File: src/rtl/rv32i_types.sv
// Shared RV32I pipeline types.
// Contents:
//   rv32i_opcode        - base opcode encodings
//   rv32i_control_word  - decoded control word passed down the pipeline
//   BUBBLE_CTRL         - the all-zero control word; performs no action
//   uses_rs1/uses_rs2   - report whether an opcode actually reads rs1/rs2
package rv32i_types;

  typedef enum logic [6:0] {
    op_lui   = 7'b0110111,
    op_auipc = 7'b0010111,
    op_jal   = 7'b1101111,
    op_jalr  = 7'b1100111,
    op_br    = 7'b1100011,
    op_load  = 7'b0000011,
    op_store = 7'b0100011,
    op_imm   = 7'b0010011,
    op_reg   = 7'b0110011,
    op_csr   = 7'b1110011
  } rv32i_opcode;

  typedef struct packed {
    rv32i_opcode opcode;
    logic [2:0]  aluop;
    logic [2:0]  cmpop;
    logic        alumux1_sel;
    logic [2:0]  alumux2_sel;
    logic [3:0]  regfilemux_sel;
    logic        marmux_sel;
    logic        cmpmux_sel;
    logic        load_regfile;
    logic        load_pc;
    logic        mem_read;
    logic        mem_write;
    logic [3:0]  mem_byte_enable;
    logic [2:0]  funct3;
    logic        funct7;
    logic [4:0]  rs1_id;
    logic [4:0]  rs2_id;
    logic [4:0]  rd_id;
  } rv32i_control_word;

  // All fields zero: no register write, no PC load, no memory access.
  localparam rv32i_control_word BUBBLE_CTRL = '0;

  // U-type and JAL have no rs1 field; the bits there belong to the immediate.
  function automatic logic uses_rs1(input rv32i_opcode op);
    return !((op == op_lui) || (op == op_auipc) || (op == op_jal));
  endfunction

  // Only R-type, branches and stores carry a real rs2.
  function automatic logic uses_rs2(input rv32i_opcode op);
    return (op == op_reg) || (op == op_br) || (op == op_store);
  endfunction

endpackage

File: src/rtl/id_ex_stage_detect.sv
// load_use_detect: combinational load-use hazard comparator.
// Ports:
//   ex_valid, ex_mem_read, ex_rd_id   - instruction currently in EX
//   id_valid, id_opcode, id_rs1_id,
//   id_rs2_id                         - instruction currently in ID
//   load_use                          - ID needs a value the EX load has not produced yet
module load_use_detect
  import rv32i_types::*;
(
  input  logic        ex_valid,
  input  logic        ex_mem_read,
  input  logic [4:0]  ex_rd_id,
  input  logic        id_valid,
  input  rv32i_opcode id_opcode,
  input  logic [4:0]  id_rs1_id,
  input  logic [4:0]  id_rs2_id,
  output logic        load_use
);

  logic [1:0] src_used;
  logic [1:0] src_match;
  logic [4:0] src_id [2];

  assign src_used[0] = uses_rs1(id_opcode);
  assign src_used[1] = uses_rs2(id_opcode);
  assign src_id[0]   = id_rs1_id;
  assign src_id[1]   = id_rs2_id;

  for (genvar gi = 0; gi < 2; gi++) begin : g_src
    assign src_match[gi] = src_used[gi] && (src_id[gi] == ex_rd_id);
  end

  // x0 is hardwired, so a load targeting it never creates a dependency.
  assign load_use = ex_valid && ex_mem_read && (ex_rd_id != 5'd0) &&
                    id_valid && (|src_match);

endmodule

File: src/rtl/id_ex_stage.sv
// id_ex_stage: ID/EX pipeline register of the 5-stage RV32I core.
// Ports:
//   clk, rst (async, active low)
//   id_*            - decoded instruction and operands from ID
//   ex_ready        - low freezes the stage completely
//   ex_flush        - EX redirected the PC; kill the ID instruction
//   ex_*            - registered instruction handed to EX
//   id_hold         - combinational: hold PC and IF/ID this cycle
//   perf_bubbles    - saturating count of load-use bubbles
//   perf_flushes    - saturating count of flushed valid ID instructions
module id_ex_stage
  import rv32i_types::*;
#(
  parameter int CNT_WIDTH = 32
)
(
  input  logic                 clk,
  input  logic                 rst,
  input  logic                 id_valid,
  input  rv32i_control_word    id_ctrl,
  input  logic [31:0]          id_pc,
  input  logic [31:0]          id_rs1_out,
  input  logic [31:0]          id_rs2_out,
  input  logic [31:0]          id_imm,
  input  logic                 ex_ready,
  input  logic                 ex_flush,
  output logic                 ex_valid,
  output rv32i_control_word    ex_ctrl,
  output logic [31:0]          ex_pc,
  output logic [31:0]          ex_rs1_out,
  output logic [31:0]          ex_rs2_out,
  output logic [31:0]          ex_imm,
  output logic                 id_hold,
  output logic [CNT_WIDTH-1:0] perf_bubbles,
  output logic [CNT_WIDTH-1:0] perf_flushes
);

  logic                 load_use;
  logic                 ex_valid_reg, ex_valid_next;
  rv32i_control_word    ex_ctrl_reg, ex_ctrl_next;
  logic [31:0]          ex_pc_reg, ex_pc_next;
  logic [31:0]          ex_rs1_reg, ex_rs1_next;
  logic [31:0]          ex_rs2_reg, ex_rs2_next;
  logic [31:0]          ex_imm_reg, ex_imm_next;
  logic [CNT_WIDTH-1:0] bubbles_reg, bubbles_next;
  logic [CNT_WIDTH-1:0] flushes_reg, flushes_next;

  function automatic logic [CNT_WIDTH-1:0] sat_inc(input logic [CNT_WIDTH-1:0] v);
    return (&v) ? v : v + 1'b1;
  endfunction

  load_use_detect u_detect (
    .ex_valid    (ex_valid_reg),
    .ex_mem_read (ex_ctrl_reg.mem_read),
    .ex_rd_id    (ex_ctrl_reg.rd_id),
    .id_valid    (id_valid),
    .id_opcode   (id_ctrl.opcode),
    .id_rs1_id   (id_ctrl.rs1_id),
    .id_rs2_id   (id_ctrl.rs2_id),
    .load_use    (load_use)
  );

  // A flush redirects the frontend, so it must not also be held.
  assign id_hold = ~ex_ready | (load_use & ~ex_flush);

  always_comb begin
    ex_valid_next = ex_valid_reg;
    ex_ctrl_next  = ex_ctrl_reg;
    ex_pc_next    = ex_pc_reg;
    ex_rs1_next   = ex_rs1_reg;
    ex_rs2_next   = ex_rs2_reg;
    ex_imm_next   = ex_imm_reg;
    bubbles_next  = bubbles_reg;
    flushes_next  = flushes_reg;

    if (ex_ready) begin
      if (ex_flush || load_use) begin
        ex_valid_next = 1'b0;
        ex_ctrl_next  = BUBBLE_CTRL;
        ex_pc_next    = '0;
        ex_rs1_next   = '0;
        ex_rs2_next   = '0;
        ex_imm_next   = '0;
        if (ex_flush) begin
          if (id_valid) flushes_next = sat_inc(flushes_reg);
        end else begin
          bubbles_next = sat_inc(bubbles_reg);
        end
      end else begin
        ex_valid_next = id_valid;
        ex_ctrl_next  = id_ctrl;
        // An empty ID slot must never write state downstream.
        ex_ctrl_next.load_regfile = id_ctrl.load_regfile & id_valid;
        ex_ctrl_next.mem_read     = id_ctrl.mem_read & id_valid;
        ex_ctrl_next.mem_write    = id_ctrl.mem_write & id_valid;
        ex_pc_next    = id_pc;
        ex_rs1_next   = id_rs1_out;
        ex_rs2_next   = id_rs2_out;
        ex_imm_next   = id_imm;
      end
    end
  end

  always_ff @(posedge clk or negedge rst) begin
    if (!rst) begin
      ex_valid_reg <= 1'b0;
      ex_ctrl_reg  <= BUBBLE_CTRL;
      ex_pc_reg    <= '0;
      ex_rs1_reg   <= '0;
      ex_rs2_reg   <= '0;
      ex_imm_reg   <= '0;
      bubbles_reg  <= '0;
      flushes_reg  <= '0;
    end else begin
      ex_valid_reg <= ex_valid_next;
      ex_ctrl_reg  <= ex_ctrl_next;
      ex_pc_reg    <= ex_pc_next;
      ex_rs1_reg   <= ex_rs1_next;
      ex_rs2_reg   <= ex_rs2_next;
      ex_imm_reg   <= ex_imm_next;
      bubbles_reg  <= bubbles_next;
      flushes_reg  <= flushes_next;
    end
  end

  assign ex_valid     = ex_valid_reg;
  assign ex_ctrl      = ex_ctrl_reg;
  assign ex_pc        = ex_pc_reg;
  assign ex_rs1_out   = ex_rs1_reg;
  assign ex_rs2_out   = ex_rs2_reg;
  assign ex_imm       = ex_imm_reg;
  assign perf_bubbles = bubbles_reg;
  assign perf_flushes = flushes_reg;

endmodule
File: config.mk
export PLATFORM = sky130hd
export DESIGN_NAME = id_ex_stage
export DESIGN_NICKNAME = d
export VERILOG_FILES = /design/src/rtl/rv32i_types.sv /design/src/rtl/id_ex_stage_detect.sv /design/src/rtl/id_ex_stage.sv
export SDC_FILE = /design/constraint.sdc
export NUM_CORES = 1
export LEC_CHECK = 0
export CORE_MARGIN = 2
export CORE_UTILIZATION = 35
export CTS_CLUSTER_SIZE = 30
export DETAILED_ROUTE_END_ITERATION = 16
export PLACE_DENSITY = 0.71
export SYNTH_ARGS = -nofsm -noshare
export SYNTH_HDL_FRONTEND = slang
export SYNTH_SLANG_ARGS = --single-unit
export TNS_END_PERCENT = 10
File: constraint.sdc
create_clock -name clk -period 2.2 [get_ports clk]
set_input_delay 0.44 -clock clk [delete_from_list [all_inputs] [get_ports clk]]
set_output_delay 0.44 -clock clk [all_outputs]
set_load 0.05 [all_outputs]
==> key figures <==
Run status
  – Status: finished with violations
  – Failing checks: negative setup slack

Cells and area
  – Post-layout net count: 1393
  – Max reg flops: 50
  – Multi-input logic area: 3480 um^2
  – P&R area growth vs syn: 64.8%
  – Final Non-Filler Cells: between 1500 and 2000
  – Share of cells above drive strength 1: 13.7%
  – Register area: 6100 um^2
  – Fillcell total: 2223

Power
  – Sw frac: 29.8%
  – Switching pwr: around 3.6 mW
  – Power Density: roughly 760 nW/um^2
  – VDD IR-drop max: 423 uV
  – Sequential Power Share: about two fifths
  – Logic pwr share: 22.2%
  – Pleak: 7.71 nW
  – Clk pwr share: a little under two fifths
  – Cell internal pwr: 8.53 mW

Drt
  – DR WL/cell: 20.0 um
  – Post-Route WL: 32100 um
  – Vias/cell: 5.01
  – DR vias: between 8000 and 9000
  – Initial DRC count: a little under 400
  – DRT Pass-1 Iters: 5
  – ANT nets after route: 0
  – DRC: 0

Die
  – Initial Utilization: 35.8%
  – Core region area: 27100 um^2
  – Die Wd: 170 um
  – # IOs: ~430
  – Die Y: ~170 um
  – Die area: 29100 um^2
  – Number of cell rows: 60

Critical path
  – WP data arrival: between 2000 and 2500 ps
  – Reg2reg start: ex_ctrl[1]$_DFFE_PN0P_
  – Reg-to-reg critical path endpoint: ex_ctrl[38]$_DFFE_PN0P_
  – Critical path type: register to output pin
  – Critical Path RT: about 1800 ps
  – Crit-path slowest cell: or4_4
  – Worst Path Max Fanout: 3
  – Critical Path End Type: output pin
  – Delay-heaviest family, CP: simple AND/OR/NAND/NOR gates
  – Worst setup SP type: register
  – CP peak stage delay: about 540 ps
  – Buffer and inverter count on the worst path: 2
  – R2R Setup Slk: -230 ps
  – CP Cell Sequence: or4_4, o2111ai_4, buf_4, nor2_1, o21a_1, nand2b_4, buf_12
  – Worst r2r path cells: 11

Logic synthesis
  – Mapped cell area: 9700 um^2
  – Mean Syn Cell Area: roughly 13 um^2
  – Net Count, Synth: a little over 900
  – Synth warn: 0
  – Cells after synthesis: 725
  – Cell variety after synth: 44
  – Seq/Total Area, Yosys: 62.7%
  – Synthesis-stage register bit count: roughly 240

Timing
  – Final Hold Fails: 0
  – Tcrit/Tclk final: 124%
  – Rel. slew slack: around three fifths
  – Final WS setup: -526 ps
  – Setup-failing EPs final: roughly 200
  – Setup TNS Final: -33430 ps
  – Period minus WS final: roughly 2700 ps
  – Max-slew violation count: 0
  – RSZ-0062 raised after global routing: yes
  – Worst-margin pin slew: approximately 600 ps
  – Worst clock skew: between 9 and 10 ps
  – Fmax achieved: between 0.3 and 0.4 GHz

GRT
  – Initial antenna violation count: 6
  – Met3 Track Usage GR: 6.28%
  – Global routing met2 resource utilization: 35.8%
  – Vias in the first global route: 8235
  – Largest net degree at the start of global routing: 60
  – Overall Global Routing Usage: between 20% and 30%
  – Most Used Layer, Global Route: met2
  – First-pass GRT wire length: 47700 um
  – Total gr overflow: 0
  – GR Layer Usage met1: 25.5%

CTS
  – Root Driver: clkbuf_16
  – CTS tree: yes
  – CTS Buf Count: 28
  – CTS Buffer Depth: 3
  – Clock Sinks: 243
  – Clk pin slew, worst setup/hold paths: 60 ps
  – H-tree depth: 1
  – Clock Latency Late Sink: 530 ps

Place
  – IO Port Bufs: roughly 430
  – Post-Place Setup Slack: -709 ps
  – Placed Instances: 1534
  – DP HPWL: about 23000 um
  – Final GP Congestion: 0.863

Run
  – Max-cap violations: 0

Worst hold path
  – Worst Hold Class: input pin to asynchronous set/reset pin
[cell type report]
type | count | share of cell area, %
inverters | 5 | 0.149
diodes | 5 | 0.0783
multi-input cells | 429 | 21.7
repair buffers | 501 | 31.5
clock buffers | 47 | 5.28
clock inverters | 2 | 0.243
flip-flops and latches | 243 | 38.1
well taps | 372 | 2.91
[stage by stage]
stage               utilization (%)  hold slack [ps]  power, mW  area [um^2]
finish                         59.0              432       12.2        16000
global route                   59.0              440       12.6        16000
CTS                            57.9              420       12.3        15700
detailed placement             54.3              399       7.77        14700
global placement               54.3              395       7.74        14700
floorplan                         -              144       6.50         9730
[cells in the mapped netlist, drive strengths merged]
cell,instances,area [um^2]
dfrtp,243,6080
a22o,176,1540
xnor2,40,350
xor2,31,272
nand2,29,109
nand3,29,145
buf,27,235
nand4,27,169
nor3,23,125
clkbuf,21,78.8
nor2,15,58.8
nor4,10,98.8
and3,8,50.1
and4,6,52.6
inv,5,18.8
nand2b,4,25.0
a32o,3,30.0
and2,3,18.8
nor3b,3,22.5
nor4b,3,26.3
ha,2,25.0
mux2,2,22.5
nor2b,2,12.5
or4,2,15.0
a2111oi,1,27.5
a211oi,1,7.51
a21oi,1,5.00
a22oi,1,12.5
nand4b,1,8.76
o2111a,1,11.3
o2111ai,1,15.0
o21a,1,7.51
o21ai,1,5.00
o21ba,1,10.0
or2,1,6.26
[worst register-to-register path, cell delays in order, from the launching register on]
cell and delay (ps):
dfrtp_2 410, or4_4 540, o2111ai_4 200, buf_4 140
buf_6 80, buf_6 90, buf_4 90, buf_4 90
o21ba_4 220, buf_4 160, buf_12 180, a22o_1 170
[power groups by stage]
stage | Sequential [mW] | Combinational, mW | Clock [mW]
finish | 4.97 | 2.70 | 4.48
global route | 5.00 | 2.82 | 4.79
CTS | 4.97 | 2.69 | 4.60
detailed placement | 5.05 | 2.72 | 0
global placement | 5.04 | 2.70 | 0
floorplan | 6.07 | 0.436 | 0
[per-layer routing]
layer | up-vias | wire length, um
li1 | 3694 | -
met1 | 3978 | 12700
met2 | 316 | 15600
met3 | 47 | 2730
met4 | 2 | 942
met5 | - | 16
[timing repair]
action / 4_1_cts / 5_1_grt
endpoints found under the setup margin: 250 / 229
hold buffers: 1 / 0
resized for setup: 103 / 41
endpoints found under the hold margin: 46 / 0
buffers inserted: 4 / 6
pin swaps: 25 / 67
cloned: 1 / 4
[cells by family after synthesis]
| logic type | count (synthesis) | synth area share, % |
|---|---|---|
| flops | 243 | 62.7 |
| compound gates | 188 | 17.2 |
| simple gates | 166 | 9.73 |
| xor+xnor | 71 | 6.41 |
| buf+inv | 53 | 3.43 |
| mux | 2 | 0.232 |
| fa+ha+maj | 2 | 0.258 |
[worst max-delay path by stage]
stage                                   endpoint  cells past startpoint  slack, ps                    from
global placement    perf_bubbles[30]$_DFFE_PN0P_                      9       -650             id_ctrl[48]
CTS                                      id_hold                      7       -590  ex_ctrl[1]$_DFFE_PN0P_
floorplan                                id_hold                      6        -90  ex_ctrl[1]$_DFFE_PN0P_
finish                                   id_hold                      7       -530  ex_ctrl[1]$_DFFE_PN0P_
global route                             id_hold                      7       -630  ex_ctrl[2]$_DFFE_PN0P_
detailed placement  perf_bubbles[17]$_DFFE_PN0P_                     10       -710             id_ctrl[48]
[placed cells by master, fill, tap and decap left out, types with 4 or more instances in the layout]
| master | Yosys | final |
|---|---|---|
| dlymetal6s2s_1 | 0 | 27 |
| dfrtp_1 | 243 | 230 |
| diode_2 | 0 | 5 |
| a22o_1 | 176 | 176 |
| nor2_1 | 14 | 13 |
| nand2_1 | 29 | 29 |
| clkbuf_1 | 21 | 13 |
| nand3_1 | 29 | 29 |
| buf_12 | 1 | 12 |
| clkbuf_16 | 0 | 32 |
| and3_1 | 8 | 8 |
| clkbuf_8 | 0 | 5 |
| xnor2_1 | 40 | 39 |
| dfrtp_2 | 0 | 13 |
| buf_4 | 2 | 62 |
| nor3_1 | 21 | 15 |
| and4_1 | 6 | 6 |
| nor4_4 | 2 | 5 |
| xor2_1 | 31 | 31 |
| inv_1 | 4 | 4 |
| nor3_4 | 0 | 5 |
| nand4_1 | 27 | 27 |
| buf_6 | 13 | 6 |
| dlygate4sd2_1 | 0 | 78 |
| clkdlybuf4s50_1 | 0 | 309 |
(Power assumes the default switching activity.)
==> RTL change 1, RTL diff (same settings) <==
Reset style: synchronous (`rst`), changed in one clocked block. Comments in the files are not updated.
--- a/src/rtl/id_ex_stage.sv
+++ b/src/rtl/id_ex_stage.sv
@@ -102,5 +102,5 @@
   end
 
-  always_ff @(posedge clk or negedge rst) begin
+  always_ff @(posedge clk) begin
     if (!rst) begin
       ex_valid_reg <= 1'b0;
Behaviour: differs if rst is asserted again (counterexample within 4 cycles, from zero or initial values and one cycle with rst low); with rst held inactive, the same outputs for 4 cycles.
==> RTL change 1 against the unedited design <==
- the flow still finishes with violations (setup timing)
- routed wire length rose by 2.4%
- sequential cell count did not move
- worst hold slack got worse by 0.20 ns
- power fell by 15%
- design area fell by 3.0%
- worst setup slack improved by 0.021 ns
- synthesized area fell by 9.5%
- register-to-register slack got worse by 0.21 ns
- largest cell class is now buffers
==> RTL change 1: results (changes against the unedited design) <==
[clock_network]
cts_buffers=27  ; was 28

[route]
wl_met2_mm=16.3  ; was 15.6 mm
drt-total-wl_mm=32.8  ; was 32.1 mm
wl_met3_mm=2.93  ; was 2.73 mm

[place]
gp_congestion=0.847  ; was 0.863
pre_cts_ws_ns=-0.717  ; was -0.709 ns

[outcome]
violations=setup timing  ; unchanged
outcome=finished with violations  ; unchanged

[timing]
skew_ns=0.0121  ; was 0.00986 ns
setup_ws_ns=-0.505  ; was -0.526 ns
finalSetupViolCount=204  ; was 201
timing.max_slew.rel_slack=0.593  ; was 0.603
whs_ns=0.233  ; was 0.432 ns

[worst_setup_path]
r2r_cells=12  ; was 11
r2r_end=ex_ctrl[24]  ; was ex_ctrl[38]
timing.reg2reg.setup_slack_ns=-0.44  ; was -0.23 ns
cp_data_arrival_time_ns=2.27  ; was 2.29 ns

[pwr]
peakVddDrop_mv=0.487  ; was 0.423 mV
leakage_nw=6.26  ; was 7.71 nW

[synth]
synth_cells=834  ; was 725
syn-num-nets=1019  ; was 910
synth_commonest_cells=dfxtp_1 (243), a22o_1 (176), clkbuf_1 (49), nand2_1 (43), nor2_1 (39)  ; was dfrtp_1 (243), a22o_1 (176), xnor2_1 (40), xor2_1 (31)
synth_ff_type=dfxtp_1  ; was dfrtp_1
synth_area_leaders=dfxtp_1 (55%), a22o_1 (18%), clkbuf_1 (2.1%), nand2_1 (1.8%), nand3_1 (1.8%)  ; was dfrtp_1 (63%), a22o_1 (16%), xnor2_1 (3.6%), xor2_1 (2.8%), nand4_1 (1.7%)

[finish]
final_cell_count_no_fill=1670  ; was 1604

[global_route]
grt_pass1_vias=8593  ; was 8235
antenna_found_initial=1  ; was 6
grt_use_total=0.229  ; was 0.210

RTL change 1: cell types whose count changed in the layout (fill, tap and decap cells not counted), moves of 18 or more:
cell,unedited run,this run
clkdlybuf4s50_1,309,353
dfxtp_2,0,19
a21oi_1,1,19
xnor2_1,39,14
dfrtp_1,230,0
dfxtp_1,0,210
dlygate4sd2_1,78,51
nor2_1,13,38
RTL change 1: routing by layer:
metal | vias to the layer above | global-route usage
met2 | 396 | 0.404
met3 | 68 | 0.0723
li1 | 4134 | -
met4 | 0 | 0.0760
met1 | 4159 | 0.263
met5 | - | 0
RTL change 1: worst max path at each step:
stage          depth (start not counted)            start                to
6_report                               8      id_ctrl[46]           id_hold
5_1_grt                                7       ex_ctrl[4]           id_hold
4_1_cts                                7       ex_ctrl[4]           id_hold
3_5_place_dp                          10      id_ctrl[49]    ex_rs2_out[16]
3_3_place_gp                          10      id_ctrl[49]        ex_imm[10]
2_1_floorplan                          6  perf_bubbles[6]  perf_bubbles[27]
RTL change 1: report_power, final:
group / total (mW) / switching, mW / internal, mW
registers: 4.60 / 0.0780 / 4.52
logic: 1.49 / 0.803 / 0.691
clock network: 4.26 / 1.75 / 2.51
total: 10.4 / 2.63 / 7.72
RTL change 1: cell type report:
type                            count  area (sq um)  area share
Clock inverter                      7          68.8     0.00444
Tap cell                          324           405      0.0261
Timing Repair Buffer              524          5360       0.346
Antenna cell                        1          2.50    0.000161
Inverter                           11          41.3     0.00266
Clock buffer                       41           768      0.0495
Multi-Input combinational cell    519          3920       0.253
Sequential cell                   243          4940       0.319
RTL change 1: worst max-delay path: stages:
cell	delay, ns
clkdlybuf4s50_1	0.44
nor2_1	0.13
nand2_1	0.08
or4_4	0.53
a21o_1	0.21
buf_12	0.14
o21ai_4	0.14
buf_12	0.15
RTL change 1: cells by family (layout without fill, tap and decap cells):
logic type	count (synthesis)	in the layout	synth area share
compound gates	246	246	0.226
xor+xnor	34	34	0.0339
fa+ha+maj	2	2	0.00285
buf+inv	73	583	0.0332
flops	243	243	0.554
mux	10	10	0.0114
other cells	0	1	0
simple gates	226	227	0.138
RTL change 1: timing repair:
item	4_1_cts	5_1_grt
cloned	6	7
pin swaps	8	151
setup buffers	5	6
resized for setup	69	64
setup endpoints to repair	245	227
hold buffers	0	0
==> RTL change 2, RTL diff (config.mk and constraints unchanged) <==
Without the edit above. `CNT_WIDTH`: 32 -> 64.
--- a/src/rtl/id_ex_stage.sv
+++ b/src/rtl/id_ex_stage.sv
@@ -12,5 +12,5 @@
   import rv32i_types::*;
 #(
-  parameter int CNT_WIDTH = 32
+  parameter int CNT_WIDTH = 64
 )
 (
Ports: changed (resized perf_bubbles and perf_flushes); port bits go from 427 to 491. The function was not compared with the original's and may differ.
==> RTL change 2 against the unedited design <==
- the flow still finishes with violations (setup timing)
- cell count grew 61%
- worst hold slack lost 0.16 ns
- register-to-register slack lost 0.14 ns
- die area grew 35%
- power grew 24%
- routed wire length grew 39%
- sequential share of layout area shrank 3.1 points
- utilization grew 0.089 points
- non-clock buffer count grew 229
- sequential cell count grew 64
- design area grew 38%
- worst setup slack gained 0.029 ns
- synthesized area grew 36%
==> RTL change 2: results (changes against the unedited design) <==
[outcome]
outcome=finished with violations  ; unchanged
violations=setup timing  ; unchanged

[timing]
skew_ns=0.0259  ; was 0.00986 ns
tns_ns=-19.92  ; was -33.43 ns
setup_ws_ns=-0.497  ; was -0.526 ns
finalSetupViolCount=211  ; was 201

[worst_setup_path]
crit_slowest_cell=or3b_4  ; was or4_4
crit_fanout=4  ; was 3
crit_family=compound AO/OA/AOI/OAI gates  ; was simple AND/OR/NAND/NOR gates
r2r_end=perf_bubbles[6]  ; was ex_ctrl[38]
slowest_delay_ns=0.43  ; was 0.54 ns
timing.reg2reg.setup_slack_ns=-0.37  ; was -0.23 ns

[place]
gp_congestion=0.885  ; was 0.863
pre_cts_ws_ns=-1.34  ; was -0.709 ns
dp_hpwl_mm=32.8  ; was 22.8 mm

[synth]
yosysSeqAreaShare=0.584  ; was 0.627
synth_cell_types=41  ; was 44

[global_route]
antenna_found_initial=4  ; was 6
grt_pass1_vias=12672  ; was 8235
grt_pass1_wl_mm=69.0  ; was 47.7 mm
grt_use_total=0.224  ; was 0.210

[clock_network]
h-tree-depth=2  ; was 1

[route]
wl_per_cell_microns=17.2  ; was 20.0 microns
drt_iter0_markers=601  ; was 393

[pwr]
peakVddDrop_mv=0.492  ; was 0.423 mV

[worst_hold_path]
worst_hold_path_type=input port to flip-flop  ; was input port to async pin

## RTL change 2: layout make-up
class | instances | area, sq um
sequential | 307 | 7730
inverter | 187 | 702
tap | 474 | 593
clock buffer | 50 | 1020
fill | 3150 | 15300
clock inverter | 11 | 140
timing repair buffer | 730 | 6870
multi-input combinational | 815 | 4980
antenna | 4 | 10.0
## RTL change 2: worst min-delay path: cells and delay by family
family	cells	cell delay (ns)
AO/OA/AOI/OAI	1	0.08
buffers and inverters	1	0.15
AND/OR/NAND/NOR	1	0.07
## RTL change 2: routing by layer
layer	wire length, microns	share of wire	vias to the layer above	track usage
met3	3390	0.076	88	0.0693
met2	21500	0.48	399	0.371
li1	-	-	5850	-
met4	1510	0.034	0	0.0833
met1	18000	0.40	5933	0.274
met5	0	0	-	0
## RTL change 2: worst min path at each step
stage | start | endpoint | slack (ns) | cells after the start
floorplan | rst | ex_ctrl[0] | 0.14 | 0
global placement | rst | ex_pc[4] | 0.41 | 1
detailed placement | rst | ex_pc[7] | 0.41 | 1
CTS | ex_ready | ex_pc[3] | 0.30 | 3
global route | id_ctrl[48] | ex_ctrl[48] | 0.27 | 3
finish | id_ctrl[48] | ex_ctrl[48] | 0.27 | 3
## RTL change 2: power breakdown
| group | leakage [nW] | total (mW) | internal [mW] | switching [mW] |
|---|---|---|---|---|
| combinational | 6.24 | 2.98 | 1.10 | 1.87 |
| sequential | 4.04 | 6.13 | 5.96 | 0.176 |
| clock | 0.574 | 5.90 | 3.58 | 2.32 |
## RTL change 2: cell families after synthesis
group | count (synthesis) | share of synthesized area
DFF | 307 | 0.584
xor gates and xnor gates | 134 | 0.0892
and+or+nand+nor | 485 | 0.178
adders and majority gates | 2 | 0.00190
AOI/OAI and AO/OA | 193 | 0.0755
buffers and inverters | 240 | 0.0702
muxes | 1 | 0.000856
